--- config.mk ---
export PLATFORM = sky130hd
export DESIGN_NAME = tube_field_engine
export DESIGN_NICKNAME = d
export VERILOG_FILES = /design/src/rtl/tube_field_engine.sv
export SDC_FILE = /design/constraint.sdc
export NUM_CORES = 1
export LEC_CHECK = 0
export BUFFER_PORTS_ARGS = -buffer_cell sky130_fd_sc_hd__buf_2
export CORE_AREA = 8 8 127 129
export DETAILED_ROUTE_END_ITERATION = 8
export DIE_AREA = 0 0 135 137
export GPL_TIMING_DRIVEN = 0
export MAX_ROUTING_LAYER = met4
export PLACE_DENSITY_LB_ADDON = 0.25
export SYNTH_ARGS = -nofsm -noshare
export SYNTH_HDL_FRONTEND = slang
export SYNTH_SLANG_ARGS = --single-unit
--- constraint.sdc ---
create_clock -name clk -period 8 [get_ports clk]
set_input_delay 0.4 -clock clk [delete_from_list [all_inputs] [get_ports clk]]
set_output_delay 0.4 -clock clk [all_outputs]
set_load 0.03 [all_outputs]
--- src/rtl/tube_field_engine.sv ---
// tube_field_engine: scrolls NUM_TUBES obstacles leftwards by one step per
// frame strobe, regenerates gap heights from a free-running LFSR on wrap,
// counts tubes passed by the bird and raises scroll speed with the score.
//
// Ports
//   clk          system clock
//   clr          asynchronous active-high reset
//   frame_tick   one-clk frame strobe, synchronous to clk
//   game_end     freeze request (holds position, score and level)
//   tube_x       packed tube left-edge x, tube i at [i*POS_W +: POS_W]
//   tube_y       packed tube gap y, same packing as tube_x
//   score        tubes passed, saturating
//   level        current speed level, saturating at MAX_LEVEL
//   tube_passed  one-clk pulse when the score increments
module tube_field_engine #(
  parameter int unsigned  NUM_TUBES   = 3,
  parameter int unsigned  POS_W       = 10,
  parameter int unsigned  START_X     = 400,
  parameter int unsigned  SPACING     = 200,
  parameter int unsigned  TUBE_W      = 40,
  parameter int unsigned  BIRD_X      = 160,
  parameter int unsigned  GAP_MIN     = 80,
  parameter int unsigned  RAND_BITS   = 8,
  parameter int unsigned  BASE_SPEED  = 2,
  parameter int unsigned  LEVEL_EVERY = 5,
  parameter int unsigned  MAX_LEVEL   = 3,
  parameter int unsigned  SCORE_W     = 8,
  parameter logic [15:0]  LFSR_SEED   = 16'hACE1,
  localparam int unsigned LVL_W       = $clog2(MAX_LEVEL + 1)
) (
  input  logic                         clk,
  input  logic                         clr,
  input  logic                         frame_tick,
  input  logic                         game_end,
  output logic [NUM_TUBES*POS_W-1:0]   tube_x,
  output logic [NUM_TUBES*POS_W-1:0]   tube_y,
  output logic [SCORE_W-1:0]           score,
  output logic [LVL_W-1:0]             level,
  output logic                         tube_passed
);

  localparam int unsigned XW    = POS_W + 1;
  localparam int unsigned CNT_W = $clog2(NUM_TUBES + 1);
  localparam int unsigned PTS_W = $clog2(LEVEL_EVERY + NUM_TUBES + 1);
  localparam logic [XW-1:0]      RING      = XW'(NUM_TUBES * SPACING);
  localparam logic [XW-1:0]      TUBE_WX   = XW'(TUBE_W);
  localparam logic [XW-1:0]      BIRD_XX   = XW'(BIRD_X);
  localparam logic [SCORE_W-1:0] SCORE_MAX = '1;
  localparam logic [15:0]        LFSR_TAPS = 16'hB400;

  logic [15:0]                 lfsr;
  logic [15:0]                 lfsr_nxt;
  logic [PTS_W-1:0]            pts;
  logic [PTS_W-1:0]            pts_sum;
  logic [PTS_W-1:0]            pts_nxt;
  logic [LVL_W-1:0]            level_nxt;
  logic [XW-1:0]               step;
  logic [XW-1:0]               x_cur;
  logic [XW-1:0]               x_new;
  logic [NUM_TUBES*POS_W-1:0]  x_nxt;
  logic [NUM_TUBES*POS_W-1:0]  y_nxt;
  logic [CNT_W-1:0]            pass_cnt;
  logic [SCORE_W:0]            score_sum;
  logic [SCORE_W-1:0]          score_nxt;
  logic [SCORE_W-1:0]          gained;

  // Galois LFSR, shift right; free-running regardless of game state
  always_comb begin
    lfsr_nxt = {1'b0, lfsr[15:1]};
    if (lfsr[0]) lfsr_nxt = lfsr_nxt ^ LFSR_TAPS;
  end

  assign step = XW'(BASE_SPEED) + XW'(level);

  // Per-tube move/wrap and pass detection; a wrapping tube never scores
  always_comb begin
    x_nxt    = tube_x;
    y_nxt    = tube_y;
    pass_cnt = '0;
    x_cur    = '0;
    x_new    = '0;
    for (int i = 0; i < NUM_TUBES; i++) begin
      x_cur = {1'b0, tube_x[i*POS_W +: POS_W]};
      if (x_cur < step) begin
        x_new = x_cur + RING - step;
        y_nxt[i*POS_W +: POS_W] = POS_W'(GAP_MIN) + POS_W'(lfsr[RAND_BITS-1:0]);
      end else begin
        x_new = x_cur - step;
        if ((x_cur + TUBE_WX > BIRD_XX) && (x_new + TUBE_WX <= BIRD_XX))
          pass_cnt = pass_cnt + CNT_W'(1);
      end
      x_nxt[i*POS_W +: POS_W] = x_new[POS_W-1:0];
    end
  end

  // Saturating score; 'gained' is the increment actually applied
  always_comb begin
    score_sum = {1'b0, score} + (SCORE_W+1)'(pass_cnt);
    score_nxt = (score_sum > {1'b0, SCORE_MAX}) ? SCORE_MAX : score_sum[SCORE_W-1:0];
    gained    = score_nxt - score;
  end

  // Level counter: points since the last level-up replace a divider
  always_comb begin
    pts_sum   = pts + PTS_W'(gained);
    pts_nxt   = pts;
    level_nxt = level;
    if (level < LVL_W'(MAX_LEVEL)) begin
      if (pts_sum >= PTS_W'(LEVEL_EVERY)) begin
        pts_nxt   = pts_sum - PTS_W'(LEVEL_EVERY);
        level_nxt = level + LVL_W'(1);
      end else begin
        pts_nxt = pts_sum;
      end
    end
  end

  always_ff @(posedge clk or posedge clr) begin
    if (clr) begin
      lfsr        <= LFSR_SEED;
      score       <= '0;
      level       <= '0;
      pts         <= '0;
      tube_passed <= 1'b0;
      for (int i = 0; i < NUM_TUBES; i++) begin
        tube_x[i*POS_W +: POS_W] <= POS_W'(START_X + i * SPACING);
        tube_y[i*POS_W +: POS_W] <= POS_W'(GAP_MIN + 32 * i);
      end
    end else begin
      lfsr        <= lfsr_nxt;
      tube_passed <= 1'b0;
      if (frame_tick && !game_end) begin
        tube_x      <= x_nxt;
        tube_y      <= y_nxt;
        score       <= score_nxt;
        level       <= level_nxt;
        pts         <= pts_nxt;
        tube_passed <= (gained != '0);
      end
    end
  end

endmodule

==> results of run 1 <==
-- through the flow --
step	cell area [sq um]	cells	util (%)	hold slack, ps
after global routing	8000	1065	56.3	47.3
after floorplan	6940	789	-	331
after CTS	7890	1063	55.6	23.7
after global placement	7530	1044	53.0	338
final	8000	1065	56.3	16.3
after detailed placement	7560	1045	53.2	344
-- placed cells by master, fill, tap and decap left out, types with 25 or more instances in the layout --
master | netlist | final
a21oi_1 | 41 | 41
buf_2 | 2 | 73
dfrtp_1 | 63 | 60
dfstp_2 | 25 | 25
ha_1 | 77 | 75
inv_1 | 63 | 62
nand2_1 | 124 | 124
nor2_1 | 39 | 38
o21ai_0 | 47 | 47
xnor2_1 | 45 | 42
-- area by class of cell --
type                    instances  area (sq um)  share of cell area, %
inverters                      63           239                   2.99
clock inverters                 6          75.1                  0.939
plain buffers                  31           143                   1.78
well taps                     184           230                   2.88
repair buffers                 77           424                   5.30
clock buffers                  10           229                   2.86
multi-input cells             606          4420                   55.3
flip-flops and latches         88          2240                   28.0
-- layer usage --
layer  GRT usage (%)  vias up  share of wire (%)
li1                -     2896                  -
met2            32.9      125                 48
met1            25.7     2788                 47
met4            6.05        0                1.4
met5               -        -                  0
met3            2.86       21                3.8
-- worst paths after layout --
kind	startpoint	endpoint	slack, ps	depth (start not counted)
worst max-delay path	level[0]	level[1]	330	31
worst min-delay path	clr	tube_x[18]	20	2
worst max register to register	level[0]	level[1]	330	31
worst min register to register	lfsr[8]	lfsr[7]	360	0
max in group asynchronous	clr	tube_x[4]	7310	3
min in group clk	lfsr[8]	lfsr[7]	360	0
-- flip-flops by register name, summed over array words and instances (netlist names) --
signal	count
tube_x	30
tube_y	27
tube_passed	1
score	8
lfsr	16
level	2
pts	4
-- critical path: cells and delay by family (launching register included) --
family	cells	cell delay, ps
multiplexers	1	340
adder cells (fa/ha/maj)	9	3120
flip-flops	1	480
AND/OR/NAND/NOR	11	2130
buffers and inverters	4	420
AO/OA/AOI/OAI	4	600
XOR/XNOR	2	420
-- what timing repair did --
| item | 4_1_cts | 5_1_grt |
|---|---|---|
| pin swaps | 1 | 2 |
| buffers inserted | 3 | 2 |
| endpoints found under the setup margin | 7 | 7 |
| resized for setup | 6 | 18 |
-- cell families (layout without fill, tap and decap cells) --
kind of cell	after synthesis	count (layout)	synth area share, %
multiplexers	17	17	2.56
XOR/XNOR	62	62	7.83
AND/OR/NAND/NOR	264	264	18.7
AO/OA/AOI/OAI	171	171	15.8
buffers and inverters	95	187	5.47
other	1	3	0.0541
adder cells (fa/ha/maj)	89	89	17.4
flip-flops	88	88	32.2
==> impl_metrics.csv, run 1 <==
group,metric,value,unit
global_route,grt_pass1_vias,5824,
clock_tree,tritoncts,"done",
status,status,"complete, no violations",
global_route,grt_pass1_wl,29400,um
worst_hold_path,hold_class,"in -> async",
global_route,grt_max_degree,66,
clock_tree,clock_path_buffers,2,
detailed_routing,wire_per_inst,16.5,um
floorplanning,rows,44,
detailed_routing,final_antenna_net_count,0,
logic_synthesis,ys_seq_area_share,32.2,%
logic_synthesis,synth-edff-count,0,
sta,tns,0,ps
logic_synthesis,synth.most_common_cell,"nand2_1",
floorplanning,ios,75,
clock_tree,clockRootBuffer,"clkbuf_16",
logic_synthesis,ys_types,76,
sta,worst_pin_slew,1240,ps
sta,clock_skew,10.0,ps
logic_synthesis,synth_seq_cells,88,
sta,setup_violations,0,
place,place_worst_setup_slack,-980,ps
floorplanning,dieWidth,135,um
sta,finalCritPeriodShare,95.8,%
floorplanning,coreArea,14200,sq um
logic_synthesis,synthTopCellsByArea,"dfrtp_1 (23%), ha_1 (14%), dfstp_2 (9.5%), nand2_1 (6.7%), xnor2_1 (5.7%)",
clock_tree,htree_levels,3,
logic_synthesis,synth_common_cells,"nand2_1 (124), ha_1 (77), dfrtp_1 (63), inv_1 (63), o21ai_0 (47)",
place,io_buffer_count,71,
layout,antenna_cells,0,
sta,fin_crit,7670,ps
logic_synthesis,syn_inst,787,
sta,clock.fmax,130,MHz
critical_path,crit_path_frequent_cell,"ha_1",
critical_path,slowest_delay,590,ps
detailed_routing,wl,17500,um
sta,setup_ws,334,ps
layout,layout-drive-gt1-share,18.7,%
critical_path,crit_path_start_kind,"flop",
global_route,antenna_found_initial,0,
clock_tree,cts_num_sinks,88,
detailed_routing,route.detailed.drc,0,
place,place_congestion,0.830,
place,dp.final_hpwl,12900,um
clock_tree,path_clk_slew,70,ps
global_route,grt.total_usage,20.2,%
floorplanning,die_y,137,um
clock_tree,postCtsHoldBufs,0,
sta,hold_viol,0,
sta,drv_slew,0,
critical_path,critPathCaptureType,"flop",
clock_tree,cts_buffers,9,
logic_synthesis,yosysWarningCount,0,
logic_synthesis,syn_avg_cell_area,8.81,sq um
logic_synthesis,yosysTopAreaCell,"dfrtp_1",
detailed_routing,first_pass_iters,4,
sta,slew_headroom,16.7,%
logic_synthesis,ys.flop_type,"dfrtp_1",
critical_path,cp_max_fo,10,
logic_synthesis,synth.top_cell.area_share,22.7,%
clock_tree,clk-insertion-delay-late,350,ps
critical_path,critical_path_arrival,7910,ps
detailed_routing,drt_iter0_drc,326,
critical_path,cp_slowest_cell,"fa_1",
layout,nNetsFinal,969,
critical_path,critical_path_required,8240,ps
detailed_routing,num_vias,5830,
global_route,grt-ovfl-total,0,
floorplanning,die-area,18500,sq um
detailed_routing,viasPerCell,5.47,
logic_synthesis,syn_area,6930,sq um
logic_synthesis,synthArstFlopShare,100,%
layout,fillCellCount,1332,
job,timing.max_cap.violations,0,
layout,syn_to_final_growth,15.4,%
critical_path,crit_type,"reg -> reg",
floorplanning,initial_utilization,48.8,%
Power of run 1 is not shown: default switching activity piles up to over one toggle a cycle in this logic, so the estimate is an artifact.
==> run 2, diff against run 1 <==
- ABC_AREA: default -> 1
- CORE_AREA: 8 8 127 129 -> 8 8 129 131
- DIE_AREA: 0 0 135 137 -> 0 0 137 139
==> run 2 against run 1 <==
Non-clock buffer count is 14 lower. Highest routed layer unchanged. Maximum frequency up 5.5%. Setup slack improved by 400 ps. Routed wire length up 1.7%. Critical path depth up 6.
==> impl_metrics.csv, run 2 <==
group,metric,value,unit
status,status,"complete, no violations",
critical_path,reg2reg_slack,730,ps
clock_tree,clock_path_buffers,2,
logic_synthesis,synthTopCellsByArea,"dfrtp_1 (22%), ha_1 (14%), nand2_1 (12%), dfstp_2 (9.2%), inv_1 (6.2%)",
critical_path,cp_top_family,"adder cells",
critical_path,crit_path_frequent_cell,"inv_1",
logic_synthesis,yosysTopAreaCell,"dfrtp_1",
layout,layout-drive-gt1-share,14.8,%
layout,fillCellCount,1427,
detailed_routing,final_antenna_net_count,0,
sta,clock_skew,8.98,ps
critical_path,crit_path_start_kind,"flop",
floorplanning,rows,45,
global_route,grt.total_usage,19.9,%
job,timing.max_cap.violations,0,
layout,nNetsFinal,1118,
sta,tns,0,ps
layout,largest_reg_flops,30,
critical_path,critPathBufInv,7,
detailed_routing,wire_per_inst,14.7,um
sta,rsz0062_at_grt,"no",
logic_synthesis,synth.top_cell.area_share,22.1,%
logic_synthesis,ys.flop_type,"dfrtp_1",
detailed_routing,drt_iter0_drc,377,
critical_path,crit_type,"reg -> reg",
detailed_routing,num_vias,6335,
layout,final_common_cell,"nand2_1",
place,dpl_cell_area,7780,sq um
critical_path,slowest_delay,550,ps
critical_path,endpoint,"level[1]",
logic_synthesis,synth_seq_cells,88,
global_route,grt-ovfl-total,0,
sta,setup_ws,734,ps
place,dp.final_hpwl,13500,um
layout,antenna_cells,0,
clock_tree,clockRootBuffer,"clkbuf_16",
detailed_routing,first_pass_iters,5,
logic_synthesis,synth-edff-count,0,
clock_tree,postCtsHoldBufs,0,
critical_path,cp.depth,37,
clock_tree,htree_levels,3,
logic_synthesis,synthArstFlopShare,100,%
critical_path,regToRegStartpoint,"level[1]",
logic_synthesis,ys_seq_area_share,31.2,%
critical_path,cp_max_fo,10,
sta,worst_pin_slew,778,ps
place,place_worst_setup_slack,413,ps
layout,syn_to_final_growth,13.4,%
detailed_routing,route.detailed.drc,0,
place,place_congestion,0.892,
sta,drv_slew,0,
floorplanning,ios,75,
clock_tree,path_clk_slew,80,ps
logic_synthesis,synth_common_cells,"nand2_1 (232), inv_1 (118), ha_1 (81), o21ai_0 (81), nand3_1 (70)",
worst_hold_path,hold_class,"in -> async",
critical_path,cp_slowest_cell,"dfrtp_4",
clock_tree,clk-insertion-delay-late,350,ps
sta,slew_headroom,48.1,%
floorplanning,die-area,19000,sq um
global_route,grt_max_degree,54,
logic_synthesis,synth.most_common_cell,"nand2_1",
logic_synthesis,ys_types,46,
sta,fin_crit,7270,ps
layout,final_cell_area,8110,sq um
floorplanning,coreArea,14800,sq um
clock_tree,cts_num_sinks,88,
critical_path,critical_path_arrival,7510,ps
clock_tree,tritoncts,"done",
critical_path,critical_path_required,8240,ps
logic_synthesis,syn_avg_cell_area,7.66,sq um
place,io_buffer_count,71,
detailed_routing,wl,17800,um
sta,clock.fmax,138,MHz
layout,reg_top3,"tube_x (30), tube_y (27), lfsr (16)",
clock_tree,cts_buffers,9,
layout,top_register,"tube_x",
detailed_routing,viasPerCell,5.22,
sta,hold_viol,0,
logic_synthesis,syn_inst,933,
logic_synthesis,syn_area,7150,sq um
global_route,grt_pass1_wl,29900,um
logic_synthesis,yosysWarningCount,0,
global_route,grt_pass1_vias,6120,
floorplanning,die_y,139,um
critical_path,reg2reg_to,"level[1]",
sta,setup_violations,0,
floorplanning,dieWidth,137,um
global_route,antenna_found_initial,0,
layout,postLayoutCoreUtil,55.0,%
sta,finalCritPeriodShare,90.8,%
layout,final_cell_mix,"nand2_1 (232), inv_1 (116), o21ai_0 (81)",
critical_path,rr_worst_depth,37,
critical_path,cp-startpoint,"level[1]",
critical_path,critPathCaptureType,"flop",
floorplanning,initial_utilization,48.5,%
## run 2: cell types whose count changed in the layout (fill, tap and decap cells not counted), moves of 10 or more
cell	change
mux2i_1	-11
nand2b_1	-13
xor2_1	+21
xnor2_1	-32
nor2b_1	-10
nor2_1	+15
a31oi_1	-10
nand2_1	+108
nand3_1	+58
nand4_1	+13
o21ai_0	+34
inv_1	+54
a211oi_1	-10
## run 2: metal layers
layer,track usage [%],up-vias,part of all wire [%]
met2,30.8,153,46
met1,26.5,2949,47
li1,-,3216,-
met3,3.12,17,5.7
met4,5.03,0,1.3
met5,-,-,0
## run 2: worst min path at each step
stage,from,end,slack [ps],cells after the start
6_report,clr,pts[1],80,2
5_1_grt,clr,pts[1],120,2
4_1_cts,clr,pts[1],100,2
3_5_place_dp,lfsr[9],lfsr[8],340,0
3_3_place_gp,lfsr[9],lfsr[8],340,0
2_1_floorplan,lfsr[9],lfsr[8],330,0
## run 2: what timing repair did
action                     in CTS  in global routing
buffers inserted                0                  3
resized for setup               0                  4
setup endpoints to repair       0                  6
## run 2: cell families (layout without fill, tap and decap cells)
| kind of cell | Yosys count | in the layout | synth area share, % |
|---|---|---|---|
| AOI/OAI and AO/OA | 152 | 152 | 11.9 |
| xor gates and xnor gates | 51 | 51 | 6.56 |
| adders and majority gates | 93 | 93 | 17.5 |
| buffers and inverters | 143 | 234 | 7.72 |
| DFF | 88 | 88 | 31.2 |
| other | 1 | 3 | 0.0525 |
| and+or+nand+nor | 405 | 405 | 25.0 |
## run 2: metrics by stage
| stage | hold slack, ps | instances |
|---|---|---|
| after global placement | 336 | 1194 |
| after CTS | 97.6 | 1211 |
| final | 76.3 | 1214 |
| after floorplan | 331 | 935 |
| after global routing | 121 | 1214 |
| after detailed placement | 345 | 1195 |
## run 2: worst reg2reg max path, delay by kind of cell, from the launching register on
family | cells | cell delay (ps)
adders and majority gates | 8 | 2760
and+or+nand+nor | 17 | 2150
AOI/OAI and AO/OA | 4 | 730
buffers and inverters | 7 | 670
DFF | 1 | 550
xor gates and xnor gates | 1 | 290
## run 2: area by class of cell
type	count	area, sq um	share of cell area [%]
Inverter	124	473	5.83
Clock buffer	9	225	2.78
Clock inverter	7	72.6	0.895
Tap cell	188	235	2.90
Multi-Input combinational cell	704	4370	53.9
Sequential cell	88	2240	27.6
Timing Repair Buffer	75	405	5.00
Buffer	19	85.1	1.05
Power of run 2 is left out for the same reason.
